## config.mk

```make
export PLATFORM = sky130hd
export DESIGN_NAME = out_channel_reader
export DESIGN_NICKNAME = d
export VERILOG_FILES = /design/src/rtl/channel_pkg.sv /design/src/rtl/channel_ram.sv /design/src/rtl/out_channel_reader.sv
export SDC_FILE = /design/constraint.sdc
export NUM_CORES = 1
export LEC_CHECK = 0
export ABC_AREA = 0
export ABC_CLOCK_PERIOD_IN_PS = 5600
export CAP_MARGIN = 20
export CORE_MARGIN = 3
export CORE_UTILIZATION = 57
export DETAILED_ROUTE_END_ITERATION = 10
export MAX_ROUTING_LAYER = met4
export PLACE_DENSITY = 0.73
export SLEW_MARGIN = 25
export SYNTH_ARGS = -nofsm -noshare
export SYNTH_HDL_FRONTEND = slang
export SYNTH_SLANG_ARGS = --single-unit
```

## constraint.sdc

```tcl
create_clock -name clock -period 5.6 [get_ports clock]
set_input_delay 0.84 -clock clock [delete_from_list [all_inputs] [get_ports clock]]
set_output_delay 0.84 -clock clock [all_outputs]
set_load 0.03 [all_outputs]
```

## src/rtl/channel_pkg.sv

```systemverilog
// Shared definitions for the program input/output channel blocks.
package channel_pkg;

  localparam int MemoryElementWidth = 12;

  typedef logic [MemoryElementWidth-1:0] word_t;

  // Circular pointer increment for depths that need not be a power of two.
  function automatic logic [31:0] ptr_next(input logic [31:0] ptr, input logic [31:0] depth);
    return (ptr == depth - 32'd1) ? 32'd0 : ptr + 32'd1;
  endfunction

endpackage

```

## src/rtl/channel_ram.sv

```systemverilog
// Channel word storage: one synchronous write port, one asynchronous read port.
module channel_ram #(
  parameter int Width = 12,
  parameter int Depth = 100,
  localparam int AddrW = $clog2(Depth)
) (
  input  logic             clock,
  input  logic             we,
  input  logic [AddrW-1:0] waddr,
  input  logic [Width-1:0] wdata,
  input  logic [AddrW-1:0] raddr,
  output logic [Width-1:0] rdata
);

  logic [Width-1:0] mem [Depth];

  always_ff @(posedge clock) begin
    if (we) mem[waddr] <= wdata;
  end

  assign rdata = mem[raddr];

endmodule

```

## src/rtl/out_channel_reader.sv

```systemverilog
// Buffers words from the program's out instruction and streams them to the host
// over valid/ready; a full buffer drops new words and flags overflow.
module out_channel_reader #(
  parameter int MemoryElementWidth = channel_pkg::MemoryElementWidth,
  parameter int NOut = 100,
  localparam int CntW = $clog2(NOut + 1),
  localparam int PtrW = $clog2(NOut)
) (
  input  logic                          clock,
  input  logic                          reset,
  input  logic                          out_valid,
  input  logic [MemoryElementWidth-1:0] out_data,
  input  logic                          finished,
  output logic                          rd_valid,
  output logic [MemoryElementWidth-1:0] rd_data,
  input  logic                          rd_ready,
  output logic [CntW-1:0]               count,
  output logic [15:0]                   total,
  output logic                          overflow,
  output logic                          drained
);

  import channel_pkg::*;

  logic [PtrW-1:0] wp, rp;
  logic [CntW-1:0] cnt;
  logic [15:0]     tot;
  logic            ovf;
  logic            finished_seen;
  logic            rd_fire;
  logic            accept;

  assign rd_fire = (cnt != '0) && rd_ready;
  // A read in the same cycle frees the slot, so a full buffer can still accept.
  assign accept  = out_valid && ((cnt < CntW'(NOut)) || rd_fire);

  always_ff @(posedge clock) begin
    if (reset) begin
      wp            <= '0;
      rp            <= '0;
      cnt           <= '0;
      tot           <= '0;
      ovf           <= 1'b0;
      finished_seen <= 1'b0;
    end else begin
      if (accept) begin
        wp <= PtrW'(ptr_next(32'(wp), NOut));
        if (tot != 16'hFFFF) tot <= tot + 16'd1;
      end else if (out_valid) begin
        ovf <= 1'b1;
      end
      if (rd_fire) rp <= PtrW'(ptr_next(32'(rp), NOut));
      case ({accept, rd_fire})
        2'b10:   cnt <= cnt + CntW'(1);
        2'b01:   cnt <= cnt - CntW'(1);
        default: cnt <= cnt;
      endcase
      if (finished) finished_seen <= 1'b1;
    end
  end

  channel_ram #(
    .Width(MemoryElementWidth),
    .Depth(NOut)
  ) u_ram (
    .clock(clock),
    .we   (accept && !reset),
    .waddr(wp),
    .wdata(out_data),
    .raddr(rp),
    .rdata(rd_data)
  );

  assign rd_valid = (cnt != '0);
  assign count    = cnt;
  assign total    = tot;
  assign overflow = ovf;
  assign drained  = finished_seen && (cnt == '0) && !out_valid;

endmodule

```

==> results.cfg <==
[die]
rows = 106
ios = 55
dieArea_sq_um = 88700
die_w_um = 298
die_y_um = 298
coreArea_sq_um = 84000
start_util_pct = 57.8

[route]
via_per_inst = 6.58
ant_nets = 0
num_vias = 24300
drc_errors = 0
drt-initial-drc-count = 3351
firstDrtPassIters = 6
wl_per_cell_um = 31.0
drt_wl_total_um = 115000

[timing]
hold_viol = 0
timing.final.max_slew_violations = 0
rsz0062_at_grt = no
relSlewSlack_pct = 32.2
min_period_ns = 5.35
fin_worst_skew_ns = 0.0516
post-route-period-util_pct = 95.5
setup_tns_ns = 0
tightest_slew_ns = 1.01
fmax_mhz = 187
setup_viol = 0

[clock_tree]
postCtsSetupBuffers = 0
tritoncts = built
ctsHtreeMaxLevel = 3
cts.sinks = 1246
cts.clk_slew.worst_paths_ns = 0.06
clockBufferDepth = 3
clock-root-buffer = clkbuf_16
insertion_delay_ns = 0.71
cts_resized = 0
postCtsHoldBufs = 0
cts_made_buffers = 119

[min_path]
hold_end = u_ram.mem[35][3]
whs_path_depth = 1
min_path_type = input pin to register
min_from = out_data[3]

[worst_setup_path]
r2r_setup_slack_ns = 2.18
cpMostUsedCell = mux4_2
crit_fanout = 48
setup.worst_path.end_class = output pin
slowest_stage = dfxtp_4
critPathBufInv = 2
reg2reg_to = u_ram.mem[74][8]
r2r_start = count[2]
cp.arrival_ns = 4.51
rr_worst_depth = 6
cp_top_family = buffers and inverters
cp-start-kind = register
critPathMaxStageDelay_ns = 0.79
required_ns = 4.76
cp_cell_sequence = buf_12 -> mux4_2 -> mux2i_1 -> a22o_1 -> a221oi_1 -> mux4_2 -> clkdlybuf4s50_1
timing_worst_setup_path_type = register to output pin

[grt]
antenna_found_initial = 4
grt_usage_pct = 27.0
grt_pass1_wl_um = 169000
grt_pass1_vias = 24400
grt-ovfl-total = 0
grt_max_degree = 101

[yosys]
avgSynthCellArea_sq_um = 21.2
ys_seq_area_share_pct = 76.2
synth_edf_count = 1200
syn-cell-area_sq_um = 48500
netlist_instances = 2292
ys_types = 59
syn_nets = 2318
ys_async_sr_fraction_pct = 0
ys.flop_type = edfxtp_1
ys_ff_latch = 1246
yosysWarnings = 0

[finish]
instances_no_fill = 3700
final_cell_mix = edfxtp_1 (1,200), mux4_2 (297), nor2_1 (139)
multi_input_area_sq_um = 10900
final_common_cell = edfxtp_1
fillers = 5322
nets = 2490
area_growth_pct = 12.9
drive_above_1_share_pct = 25.8
seq_area_sq_um = 37000

[placement]
gp_congestion = 0.860
dpl.hpwl_um = 67200
dp.cells = 3477
portBuffers = 54

[job]
maxCapViolations = 0

[pwr]
p_leak_nw = 16.7
ir_drop_mv = 0.297
power_density_nw_per_um2 = 398

[status]
status = finished, final reports clean
worst register-to-register path, stage by stage (launching register included):
cell and delay (ns):
dfxtp_1 0.36, o311ai_1 0.43, o21ai_1 0.41, nor4b_1 0.65, nand2_1 0.39, nor2_1 0.52, buf_4 0.32
registers in the layout (all words and copies together), names as in the netlist, named ones only:
signal         count
wp                 7
total             16
finished_seen      1
count              7
rp                 7
u_ram.mem       1200
overflow           1
Yosys cell counts, drive strengths merged, types with 3 or more instances:
library cell  number  area [sq um]
edfxtp          1200         36000
mux4             308          6980
nor2             153           574
mux2i             85           851
buf               78           469
nand2             68           255
clkbuf            48           180
dfxtp             46           921
a21oi             31           155
mux2              27           304
nand3             21           105
xor2              19           166
a221oi            16           140
nand4             14          87.6
o21ai             14          70.1
a211oi            12          90.1
a22o              12           105
nor2b             12          75.1
or3               12          75.1
o22ai             11          68.8
xnor2              9          78.8
ha                 8           100
o211ai             8          60.1
a31oi              7          43.8
and2               7          43.8
and3               7          43.8
nand2b             7          43.8
inv                5          18.8
o221ai             5          43.8
nor3               4          20.0
a22oi              3          22.5
a32oi              3          26.3
nand3b             3          22.5
o21bai             3          22.5
metal layers:
| metal | vias to the layer above | global-route usage, % | wire [um] |
|---|---|---|---|
| li1 | 9880 | - | - |
| met3 | 197 | 4.71 | 11200 |
| met4 | 0 | 8.76 | 3780 |
| met2 | 1466 | 40.6 | 54500 |
| met1 | 12800 | 38.5 | 45000 |
| met5 | - | - | 0 |
logic make-up (layout without fill, tap and decap cells):
family | after synthesis | after routing | synth area share [%]
other | 0 | 1 | 0
buffers and inverters | 131 | 404 | 1.38
xor gates and xnor gates | 28 | 28 | 0.505
AOI/OAI and AO/OA | 140 | 140 | 2.01
adders and majority gates | 9 | 9 | 0.248
and+or+nand+nor | 318 | 318 | 2.94
muxes | 420 | 420 | 16.8
DFF | 1246 | 1246 | 76.2
area by class of cell:
class | instances | share of cell area (%)
sequential | 1246 | 67.5
multi-input combinational | 915 | 20.0
clock buffer | 155 | 5.90
timing repair buffer | 177 | 2.96
tap | 1134 | 2.59
clock inverter | 67 | 1.08
inverter | 5 | 0.0342
antenna | 1 | 0.00457
power breakdown:
group,switching [mW],internal [mW]
Clock,3.38,4.40
Combinational,1.95,1.69
Sequential,0.139,10.3
Total,5.46,16.3
per-stage QoR:
stage                     util, %  power [mW]  instance area [sq um]  setup WS (ns)  hold WS (ns)
after floorplan                 -        13.1                  48500           2.23         0.430
after global placement       60.6        14.2                  50900          0.876         0.446
after detailed placement     60.7        14.2                  50900          0.869         0.467
after CTS                    65.2        21.9                  54800          0.118         0.368
after global routing         65.3        22.5                  54800        0.00519         0.386
final                        65.3        21.8                  54800          0.254         0.401
worst max path at each step:
| stage | cells after the start | to | startpoint |
|---|---|---|---|
| after global routing | 7 | rd_data[3] | register |
| after floorplan | 10 | rd_data[8] | register |
| after detailed placement | 7 | rd_data[1] | register |
| after global placement | 7 | rd_data[1] | register |
| final | 7 | rd_data[3] | register |
| after CTS | 7 | rd_data[1] | register |
(Power assumes the default switching activity.)
